--- src/rtl/image_stream_source.sv ---
// Raster-order frame source: reads a stored image through a 1-cycle-latency memory and streams it out.
// Optional IMG_SRC_CONTINUOUS_EN: loop frames until stop_i instead of emitting FRAMES frames.
module image_stream_source #(
    parameter int unsigned IMAGE_WIDTH  = 110,
    parameter int unsigned IMAGE_HEIGHT = 103,
    parameter int unsigned DATA_WIDTH   = 8,
    parameter int unsigned ADDR_WIDTH   = 14,
    parameter int unsigned BASE_ADDR    = 0,
    parameter int unsigned FRAMES       = 1
) (
    input  logic                  clk,
    input  logic                  reset,
    input  logic                  start_i,
    input  logic                  stop_i,
    output logic                  mem_rd_en_o,
    output logic [ADDR_WIDTH-1:0] mem_addr_o,
    input  logic [DATA_WIDTH-1:0] mem_rdata_i,
    output logic                  m_valid_o,
    input  logic                  m_ready_i,
    output logic [DATA_WIDTH-1:0] m_data_o,
    output logic                  m_sof_o,
    output logic                  m_eol_o,
    output logic                  m_eof_o,
    output logic                  busy_o,
    output logic                  done_o
);

    localparam int unsigned X_W = $clog2(IMAGE_WIDTH);
    localparam int unsigned Y_W = (IMAGE_HEIGHT > 1) ? $clog2(IMAGE_HEIGHT) : 1;
    localparam int unsigned F_W = (FRAMES > 1) ? $clog2(FRAMES) : 1;

    if (64'(BASE_ADDR) + 64'(IMAGE_WIDTH) * 64'(IMAGE_HEIGHT) > (64'd1 << ADDR_WIDTH)) begin : g_addr_range_err
        $error("image_stream_source: image does not fit in ADDR_WIDTH address space");
    end

    typedef struct packed {
        logic [DATA_WIDTH-1:0] data;
        logic                  sof;
        logic                  eol;
        logic                  eof;
    } pix_t;

    typedef enum logic [1:0] {S_IDLE, S_RUN, S_DRAIN} state_t;

    state_t                state_q;
    logic [X_W-1:0]        x_q;
    logic [Y_W-1:0]        y_q;
    logic [F_W-1:0]        frame_q;
    logic [ADDR_WIDTH-1:0] addr_q;
    logic                  inflight_q;
    logic [2:0]            flags_q;
    pix_t                  head_q, tail_q;
    logic [1:0]            cnt_q;
    logic                  busy_q, done_q, stop_q;

    logic       pop, issue, x_last, y_last, f_last, last_read, unused_c;
    logic [1:0] rem, cnt_d;
    pix_t       in_pix, head_d, tail_d;

    // Issue only while the FIFO plus the in-flight read can still absorb the return.
    assign pop       = (cnt_q != 2'd0) && m_ready_i;
    assign issue     = (state_q == S_RUN) && ((3'(cnt_q) + 3'(inflight_q)) < (3'd2 + 3'(pop)));
    assign x_last    = (x_q == X_W'(IMAGE_WIDTH - 1));
    assign y_last    = (y_q == Y_W'(IMAGE_HEIGHT - 1));
    assign last_read = issue && x_last && y_last && f_last;

`ifdef IMG_SRC_CONTINUOUS_EN
    assign f_last   = stop_q || stop_i;
    assign unused_c = ^frame_q;
`else
    assign f_last   = (frame_q == F_W'(FRAMES - 1));
    assign unused_c = stop_i ^ stop_q;
`endif

    // Two-entry output FIFO: head drives the stream, tail absorbs one return during a stall.
    always_comb begin
        in_pix = '{data: mem_rdata_i, sof: flags_q[2], eol: flags_q[1], eof: flags_q[0]};
        rem    = cnt_q - 2'(pop);
        head_d = (pop && cnt_q == 2'd2) ? tail_q : head_q;
        tail_d = tail_q;
        if (inflight_q) begin
            if (rem == 2'd0) head_d = in_pix;
            else             tail_d = in_pix;
        end
        cnt_d = rem + 2'(inflight_q);
    end

    always_ff @(posedge clk) begin
        if (reset) begin
            state_q    <= S_IDLE;
            x_q        <= '0;
            y_q        <= '0;
            frame_q    <= '0;
            addr_q     <= ADDR_WIDTH'(BASE_ADDR);
            inflight_q <= 1'b0;
            flags_q    <= '0;
            head_q     <= '0;
            tail_q     <= '0;
            cnt_q      <= '0;
            busy_q     <= 1'b0;
            done_q     <= 1'b0;
            stop_q     <= 1'b0;
        end else begin
            done_q     <= 1'b0;
            inflight_q <= issue;
            head_q     <= head_d;
            tail_q     <= tail_d;
            cnt_q      <= cnt_d;
            if (issue) begin
                flags_q <= {(x_q == '0) && (y_q == '0), x_last, x_last && y_last};
                addr_q  <= (x_last && y_last) ? ADDR_WIDTH'(BASE_ADDR) : addr_q + ADDR_WIDTH'(1);
                if (x_last) begin
                    x_q <= '0;
                    if (y_last) begin
                        y_q     <= '0;
                        frame_q <= (frame_q == F_W'(FRAMES - 1)) ? '0 : frame_q + F_W'(1);
                    end else begin
                        y_q <= y_q + Y_W'(1);
                    end
                end else begin
                    x_q <= x_q + X_W'(1);
                end
            end
            case (state_q)
                S_IDLE: begin
                    if (start_i) begin
                        state_q <= S_RUN;
                        busy_q  <= 1'b1;
                        stop_q  <= 1'b0;
                        x_q     <= '0;
                        y_q     <= '0;
                        frame_q <= '0;
                        addr_q  <= ADDR_WIDTH'(BASE_ADDR);
                    end
                end
                S_RUN: begin
                    if (stop_i)    stop_q  <= 1'b1;
                    if (last_read) state_q <= S_DRAIN;
                end
                S_DRAIN: begin
                    // No reads are issued here, so an empty next-state FIFO means the run is over.
                    if (cnt_d == 2'd0) begin
                        state_q <= S_IDLE;
                        busy_q  <= 1'b0;
                        done_q  <= 1'b1;
                    end
                end
                default: state_q <= S_IDLE;
            endcase
        end
    end

    assign mem_rd_en_o = issue;
    assign mem_addr_o  = addr_q;
    assign m_valid_o   = (cnt_q != 2'd0);
    assign m_data_o    = head_q.data;
    assign m_sof_o     = head_q.sof;
    assign m_eol_o     = head_q.eol;
    assign m_eof_o     = head_q.eof;
    assign busy_o      = busy_q;
    assign done_o      = done_q;

endmodule

--- config.mk ---
export PLATFORM = sky130hd
export DESIGN_NAME = image_stream_source
export DESIGN_NICKNAME = d
export VERILOG_FILES = /design/src/rtl/image_stream_source.sv
export SDC_FILE = /design/constraint.sdc
export NUM_CORES = 1
export LEC_CHECK = 0
export ABC_AREA = 1
export CORE_AREA = 2 2 77 79
export CTS_BUF_LIST = sky130_fd_sc_hd__clkbuf_16
export DETAILED_ROUTE_END_ITERATION = 12
export DIE_AREA = 0 0 79 81
export GPL_TIMING_DRIVEN = 1
export PLACE_DENSITY = 0.81
export REMOVE_ABC_BUFFERS = 1
export SLEW_MARGIN = 20
export SYNTH_ARGS = -nofsm -noshare
export SYNTH_HDL_FRONTEND = slang
export SYNTH_SLANG_ARGS = --single-unit
--- constraint.sdc ---
create_clock -name clk -period 2.36 [get_ports clk]
set_input_delay 0.708 -clock clk [delete_from_list [all_inputs] [get_ports clk]]
set_output_delay 0.708 -clock clk [all_outputs]
set_load 0.02 [all_outputs]
==> results.toml, run 1 <==
[outcome]
outcome = "complete, no violations"

[worst_setup_path]
required_ns = 1.65
reg2reg_from = "cnt_q[0]$_SDFF_PP0_"
worst_path_largest_cell_delay_ns = 0.31
crit_start = "inflight_q$_SDFF_PP0_"
path_cells = "ha_1 -> ha_1 -> nor2_1 -> nand2_2 -> inv_2 -> buf_2"
rr_endpoint = "busy_o$_SDFFE_PP0P_"
regToRegSetupSlack_ns = 0.47
crit_type = "reg2out"
cp-endpoint = "mem_rd_en_o"
crit_family = "adder cells"
worst_setup_path_start_kind = "flip-flop"
end_kind = "primary output"
worst-path-buf-inv = 2
path_depth = 6
critPathMaxFanout = 2
r2r_cells = 10
critPathMostFrequentCell = "ha_1"
cp.arrival_ns = 1.55
cp_slowest_cell = "dfxtp_1"

[cts]
cts_tree = "yes"
h-tree-depth = 3
ctsRootBufferMaster = "clkbuf_16"
clk_pin_slew_ns = 0.05
clockBufferDepth = 2
clock_sinks = 61
ctsHoldBuffers = 0
cts_buffers = 9
clk_latency_ns = 0.33

[cells_and_area]
final_util_pct = 66.36
final_layout_size_suffix_gt1_share_pct = 9.494
area_growth_pct = 28.74
antenna_cells = 0
nNetsFinal = 495

[timing]
fin_crit_sh_pct = 95.80
drv_slew = 0
finalSetupViolations = 0
hold_viol_final = 0
slew_headroom_pct = 71.83
min_period_ns = 2.261
skew_ns = 0.005147
tightest_slew_ns = 0.4221
clock.fmax_mhz = 442.3
rsz0062_at_grt = "false"

[power]
power.leakage_nw = 1.506
p_total_mw = 3.091
power_density_mw_per_mm2 = 820.7
max-vdd-ir-drop_v = 0.0007473

[logic_synthesis]
yosys_warnings = 0
synth.ff_latch_count = 61
postSynthCellCount = 414
syn_area_mm2 = 0.002925
avgSynthCellArea_um2 = 7.066
yosysSeqAreaShare_pct = 41.75
yosys.cell_types.count = 31

[drt]
ant_nets = 0
drt-initial-drc-count = 103
wl_per_cell_um = 12.39
top_layer = "met4"
viasPerCell = 5.206
dr_wl_met3_um = 408
wl_met2_mm = 3.286
wl_met1_mm = 2.974
drc_errors = 0
dr.pass1.iters = 5
vias = 2858
drt-total-wl_mm = 6.800

[floorplan]
fp.dieW_um = 79
std_cell_rows = 28
start_util_pct = 51.54
dieHeight_um = 81
ios = 42
core_mm2 = 0.005675
dieArea_mm2 = 0.006399

[global_routing]
grt_use_total_pct = 22.85
grt_pass1_vias = 2690
grt_pass1_wl_mm = 11.55
grt_max_degree = 22
antenna_found_initial = 0
overflow = 0

[placement]
place_hpwl_mm = 4.705
io_buffers = 40
routabilityCongestion = 0.8928

[flow_run]
drv_cap = 0

[hold_path]
hp-class = "reg2reg"
## timing repair
item	in CTS	in global routing
resized for setup	5	1
setup buffers	0	0
setup endpoints to repair	3	1
endpoints found under the hold margin	0	0
## routing by layer
metal | global-route usage [%] | up-vias
li1 | - | 1458
met1 | 26.75 | 1294
met2 | 39.92 | 95
met3 | 4.444 | 11
met4 | 11.72 | 0
met5 | 0 | -
## registers in the layout (all words and copies together) (netlist names)
register and flops:
busy_o 1, cnt_q 2, done_o 1, flags_q 3, frame_q 1, inflight_q 1, m_data_o 8, m_eof_o 1
m_eol_o 1, m_sof_o 1, mem_addr_o 14, state_q 2, tail_q 11, x_q 7, y_q 7
## cell type report
| cell class | instances | area (um2) |
|---|---|---|
| fillers | 500 | 1909 |
| multi-input cells | 289 | 1448 |
| flip-flops and latches | 61 | 1221 |
| repair buffers | 60 | 544.3 |
| clock buffers | 9 | 225.2 |
| inverters | 50 | 187.7 |
| well taps | 75 | 93.84 |
| clock inverters | 5 | 46.29 |
## how the worst min path moves through the flow
stage | start | endpoint | depth (start not counted)
final | frame_q$_SDFF_PP0_ | frame_q$_SDFF_PP0_ | 2
after global routing | frame_q$_SDFF_PP0_ | frame_q$_SDFF_PP0_ | 2
after CTS | frame_q$_SDFF_PP0_ | frame_q$_SDFF_PP0_ | 2
after detailed placement | frame_q$_SDFF_PP0_ | frame_q$_SDFF_PP0_ | 2
after global placement | frame_q$_SDFF_PP0_ | frame_q$_SDFF_PP0_ | 2
after floorplan | frame_q$_SDFF_PP0_ | frame_q$_SDFF_PP0_ | 2
## logic make-up after synthesis
group | Yosys count | synth area share (%)
fa+ha+maj | 11 | 4.705
flops | 61 | 41.75
simple gates | 215 | 31.86
xor+xnor | 5 | 1.497
buf+inv | 64 | 9.024
compound gates | 58 | 11.16
## metrics by stage
| stage | hold WS [ns] | setup slack [ns] | TNS, ns | instance area (um2) | std cells |
|---|---|---|---|---|---|
| floorplan | 0.4163 | 0.1844 | 0 | 2849 | 400 |
| global placement | 0.4244 | -0.4879 | -4.874 | 3493 | 535 |
| detailed placement | 0.4279 | -0.4759 | -6.461 | 3493 | 535 |
| CTS | 0.4350 | 0.09432 | 0 | 3759 | 549 |
| global route | 0.4515 | 0.02214 | 0 | 3766 | 549 |
| finish | 0.4345 | 0.09910 | 0 | 3766 | 549 |
## synthesized netlist by cell type, drive strengths merged
master,number,area (um2)
a211oi,1,12.51
a21oi,14,70.07
a22oi,1,7.510
a311oi,3,26.28
a31oi,7,43.79
buf,5,42.53
clkbuf,9,33.78
clkinv,1,3.750
dfxtp,61,1221
ha,11,137.6
inv,49,183.9
nand2,83,319.1
nand3,23,120.1
nand4,17,106.4
nor2,81,324.1
nor3,7,35.03
nor3b,2,15.01
nor4,2,12.51
o21a,1,7.510
o21ai,31,158.9
xnor2,1,8.760
xor2,4,35.03
## tightest hold or removal path, delay by kind of cell, from the launching register on
family        cells  cell delay (ns)
flops             1             0.29
buf+inv           1             0.06
simple gates      1             0.04
## power by group
| group | total [mW] | switching [mW] | leakage [nW] | internal (mW) |
|---|---|---|---|---|
| clock network | 1.21 | 0.424 | 0.141 | 0.789 |
| registers | 1.18 | 0.0534 | 0.494 | 1.13 |
| logic | 0.696 | 0.390 | 0.871 | 0.306 |
| total | 3.09 | 0.868 | 1.51 | 2.22 |
## placed cells by master, fill, tap and decap left out, drive strengths merged
master          n
a211oi          1
a21oi          14
a22oi           1
a311oi          3
a31oi           7
buf            21
bufinv          1
clkbuf          9
clkdlybuf4s50  38
clkinv          3
dfxtp          61
dlygate4sd2     1
ha             11
inv            51
nand2          83
nand3          23
nand4          17
nor2           81
nor3            7
nor3b           2
nor4            2
o21a            1
o21ai          31
xnor2           1
xor2            4
(Power assumes the default switching activity.)
==> run 2, diff against run 1 <==
- CTS_BUF_LIST: sky130_fd_sc_hd__clkbuf_16 -> default
- SKIP_LAST_GASP: default -> 1
==> results.toml, run 2 (same netlist as run 1, synthesis figures left out) <==
[worst_setup_path]
required_ns = 1.65
cp.arrival_ns = 1.55
crit_type = "reg2out"
r2r_cells = 10
critPathMaxFanout = 2
end_kind = "primary output"
worst_setup_path_start_kind = "flip-flop"

[global_routing]
antenna_found_initial = 0
grt_pass1_vias = 2609
grt_max_degree = 22
grt_pass1_wl_mm = 11.31
grt_use_total_pct = 22.35
overflow = 0

[power]
power_density_mw_per_mm2 = 749.3
power.leakage_nw = 1.455
max-vdd-ir-drop_v = 0.0005856

[cts]
cts_buffers = 9
clk_latency_ns = 0.34
ctsHoldBuffers = 0
ctsRootBufferMaster = "clkbuf_8"
cts_tree = "yes"
clockBufferDepth = 2
clk_pin_slew_ns = 0.06
clock_sinks = 61
h-tree-depth = 3
postCtsSetupBuffers = 0

[timing]
skew_ns = 0.003647
min_period_ns = 2.256
whs_ns = 0.4378
rsz0062_at_grt = "false"
fin_crit_sh_pct = 95.61
drv_slew = 0
tightest_slew_ns = 0.4222
clock.fmax_mhz = 443.2
slew_headroom_pct = 71.82
finalSetupViolations = 0
hold_viol_final = 0

[cells_and_area]
final_util_pct = 64.66
nNetsFinal = 495
final_cell_mix = "nand2_1 (80), nor2_1 (76), dfxtp_1 (61)"
largest_reg_flops = 14
antenna_cells = 0
final_layout_size_suffix_gt1_share_pct = 9.705
fill_cells = 517
regArea_mm2 = 0.001221
area_growth_pct = 25.45
multiInputGateArea_mm2 = 0.001443
layout_commonest_cell = "nand2_1"
fin_area_mm2 = 0.003670

[placement]
io_buffers = 40
routabilityCongestion = 0.8928
postPlaceCellArea_mm2 = 0.003493
place_hpwl_mm = 4.705

[drt]
viasPerCell = 5.128
vias = 2815
drt-total-wl_mm = 6.633
drc_errors = 0
dr.pass1.iters = 4
ant_nets = 0
drt-initial-drc-count = 104
wl_per_cell_um = 12.08

[floorplan]
ios = 42
std_cell_rows = 28
start_util_pct = 51.54
fp.dieW_um = 79
dieHeight_um = 81
core_mm2 = 0.005675
dieArea_mm2 = 0.006399

[hold_path]
hp-class = "reg2reg"
hold_depth = 2

[flow_run]
drv_cap = 0

[outcome]
outcome = "complete, no violations"
[run 2: final cells by class]
| cell class | count | share of cell area [%] |
|---|---|---|
| Inverter | 50 | 5.114 |
| Clock inverter | 2 | 0.9547 |
| Multi-Input combinational cell | 289 | 39.31 |
| Timing Repair Buffer | 60 | 14.83 |
| Clock buffer | 12 | 3.955 |
| Tap cell | 75 | 2.557 |
| Sequential cell | 61 | 33.28 |
[run 2: through the flow]
step / TNS (ns) / instances / worst slack (ns) / power [mW]
after global routing: 0 / 549 / 0.02674 / 2.897
after CTS: 0 / 549 / 0.07476 / 2.765
after detailed placement: -6.461 / 535 / -0.4759 / 1.891
final: 0 / 549 / 0.1036 / 2.750
after global placement: -4.874 / 535 / -0.4879 / 1.868
after floorplan: 0 / 400 / 0.1844 / 1.572
[run 2: final timing paths]
kind / endpoint / slack (ns) / start
worst max-delay path: m_valid_o / 0.10 / cnt_q[0]$_SDFF_PP0_
worst min-delay path: frame_q$_SDFF_PP0_ / 0.44 / frame_q$_SDFF_PP0_
worst max register to register: busy_o$_SDFFE_PP0P_ / 0.42 / cnt_q[0]$_SDFF_PP0_
worst min register to register: frame_q$_SDFF_PP0_ / 0.44 / frame_q$_SDFF_PP0_
[run 2: power by group]
part	internal (mW)	total (mW)	switching (mW)
sequential	1.12	1.18	0.0533
clock	0.504	0.884	0.380
combinational	0.300	0.688	0.388
[run 2: worst max-delay path, stage by stage (launching register included)]
cell and delay, ns:
dfxtp_1 0.34, buf_4 0.12, inv_1 0.05, nand2_2 0.09, clkdlybuf4s50_1 0.60
[run 2: repair_timing]
item | CTS | global route
endpoints found under the setup margin | 2 | 1
gates resized for setup | 5 | 1
pin swaps | 0 | 0
[run 2: per-layer routing]
| layer | track usage, % | up-vias | share of wire (%) |
|---|---|---|---|
| met1 | 26.41 | 1283 | 45 |
| li1 | - | 1453 | - |
| met3 | 7.000 | 5 | 6.2 |
| met2 | 38.90 | 74 | 48 |
| met4 | 7.069 | 0 | 0.75 |
| met5 | 0 | - | 0 |
==> run 3, diff against run 2 <==
- CELL_PAD_IN_SITES_DETAIL_PLACEMENT: default -> 1
- CELL_PAD_IN_SITES_GLOBAL_PLACEMENT: default -> 1
- CORE_AREA: 2 2 77 79 -> 2 2 90 92
- DIE_AREA: 0 0 79 81 -> 0 0 92 94
- MAX_ROUTING_LAYER: default -> met4
==> results.toml, run 3 (same netlist as run 1, synthesis figures left out) <==
[outcome]
outcome = "complete, no violations"

[worst_setup_path]
crit_family = "buffers and inverters"
path_cells = "buf_4 -> inv_1 -> nand2_2 -> clkdlybuf4s50_1"
required_ns = 1.65
critPathMaxFanout = 2
worst_setup_path_start_kind = "flip-flop"
worst_path_largest_cell_delay_ns = 0.61
crit_start = "cnt_q[0]$_SDFF_PP0_"
worst-path-buf-inv = 3
cp_slowest_cell = "clkdlybuf4s50_1"
cp.arrival_ns = 1.56
end_kind = "primary output"
crit_type = "reg2out"
reg2reg_from = "inflight_q$_SDFF_PP0_"

[placement]
dpl.cell_count = 565
io_buffers = 40
place_hpwl_mm = 6.024
routabilityCongestion = 0.8253
pre_cts_ws_ns = -0.4888

[power]
combPwrFrac_pct = 24.1
power.leakage_nw = 1.491
max-vdd-ir-drop_v = 0.0002518
internal_power_mw = 2.053
p_clk_share_pct = 36.1
power.share.sequential_pct = 39.8
power_density_mw_per_mm2 = 786.1
swShare_pct = 30.77
switchingPower_mw = 0.9124

[hold_path]
min-delay-start = "frame_q$_SDFF_PP0_"
hp-class = "reg2reg"

[drt]
dr.pass1.iters = 4
drt-initial-drc-count = 133
drc_errors = 0
drt-total-wl_mm = 8.146
vias = 2894
viasPerCell = 4.981
wl_per_cell_um = 14.02
ant_nets = 0

[cells_and_area]
final_util_pct = 49.59
largest_reg_flops = 14
fin_cells = 581
nNetsFinal = 498
antenna_cells = 0
final_layout_size_suffix_gt1_share_pct = 11.06
layout_commonest_cell = "nand2_1"
final_cell_mix = "nand2_1 (80), nor2_1 (76), dfxtp_1 (61)"
area_growth_pct = 28.96

[timing]
hold_viol_final = 0
finalSetupViolations = 0
setup_tns_ns = 0
fin_crit_sh_pct = 96.14
drv_slew = 0
layout_setup_ws_ns = 0.09118
rsz0062_at_grt = "false"
min_period_ns = 2.269
tightest_slew_ns = 0.4886
skew_ns = 0.01056
clock.fmax_mhz = 440.8
slew_headroom_pct = 67.39

[global_routing]
met2_usage_pct = 37.81
grtUsageMet1_pct = 22.21
grt_pass1_vias = 2979
grt_max_degree = 22
overflow = 0
antenna_found_initial = 0
grt_use_total_pct = 20.84
use_met3_pct = 4.414
grt.busiest_layer = "met2"
grt_pass1_wl_mm = 13.79

[floorplan]
start_util_pct = 38.45
core_mm2 = 0.007607
std_cell_rows = 32
dieArea_mm2 = 0.008648
ios = 42
dieHeight_um = 94
fp.dieW_um = 92

[flow_run]
drv_cap = 0

[cts]
h-tree-depth = 3
clk_pin_slew_ns = 0.08
ctsRootBufferMaster = "clkbuf_8"
clockBufferDepth = 2
clk_latency_ns = 0.35
clock_sinks = 61
cts_buffers = 9
cts_tree = "yes"
ctsHoldBuffers = 0
==> run 3: cell count changes in the layout (fill, tap and decap cells not counted) <==
cell	delta
buf_2	-1
buf_4	+4
bufinv_16	+1
clkbuf_1	-2
clkinv_2	+1
clkinv_4	+1
clkinvlp_4	+1
==> run 3: layout make-up <==
class	count	area, um2
multi-input cells	289	1443
clock inverters	6	86.33
flip-flops and latches	61	1221
inverters	50	187.7
fillers	1003	3835
clock buffers	10	137.6
well taps	102	127.6
repair buffers	63	569.3
==> run 3: per-layer routing <==
metal | vias up | wire length, um
met5 | - | 0
met4 | 0 | 139
met3 | 14 | 262
met2 | 41 | 4227
met1 | 1377 | 3517
li1 | 1462 | -
==> run 3: worst reg2reg max path: stages, from the launching register on <==
cell and delay [ns]:
dfxtp_1 0.33, ha_1 0.20, ha_1 0.28, nand2_2 0.07, nand2_2 0.09, buf_4 0.28, nor2_1 0.09, nor2_1 0.15
buf_4 0.19, nand2_1 0.07, a21oi_1 0.11
==> run 3: metrics by stage <==
stage / hold slack, ns / cell area (um2) / power, mW
after detailed placement: 0.4354 / 3550 / 1.930
after global routing: 0.4607 / 3772 / 3.128
after global placement: 0.4251 / 3550 / 1.891
after floorplan: 0.4163 / 2849 / 1.572
final: 0.4432 / 3772 / 2.966
after CTS: 0.4467 / 3772 / 2.996
==> run 3: repair_timing <==
item                                    in CTS  in global routing
endpoints found under the setup margin       1                  0
buffers inserted                             0                  0
gates resized for setup                      7                  0
==> run 3: final timing paths <==
path | endpoint | slack [ns] | cells after the start
setup / recovery | m_valid_o | 0.09 | 4
hold / removal | frame_q$_SDFF_PP0_ | 0.44 | 2
setup reg to reg | mem_addr_o[9]$_SDFF_PP0_ | 0.41 | 10
hold reg to reg | frame_q$_SDFF_PP0_ | 0.44 | 2
==> run 3: power by group through the flow <==
stage	clock [mW]	sequential [mW]	combinational, mW
floorplan	0	1.25	0.317
global placement	0	1.20	0.694
detailed placement	0	1.20	0.725
CTS	1.09	1.18	0.727
global route	1.14	1.20	0.788
finish	1.07	1.18	0.715
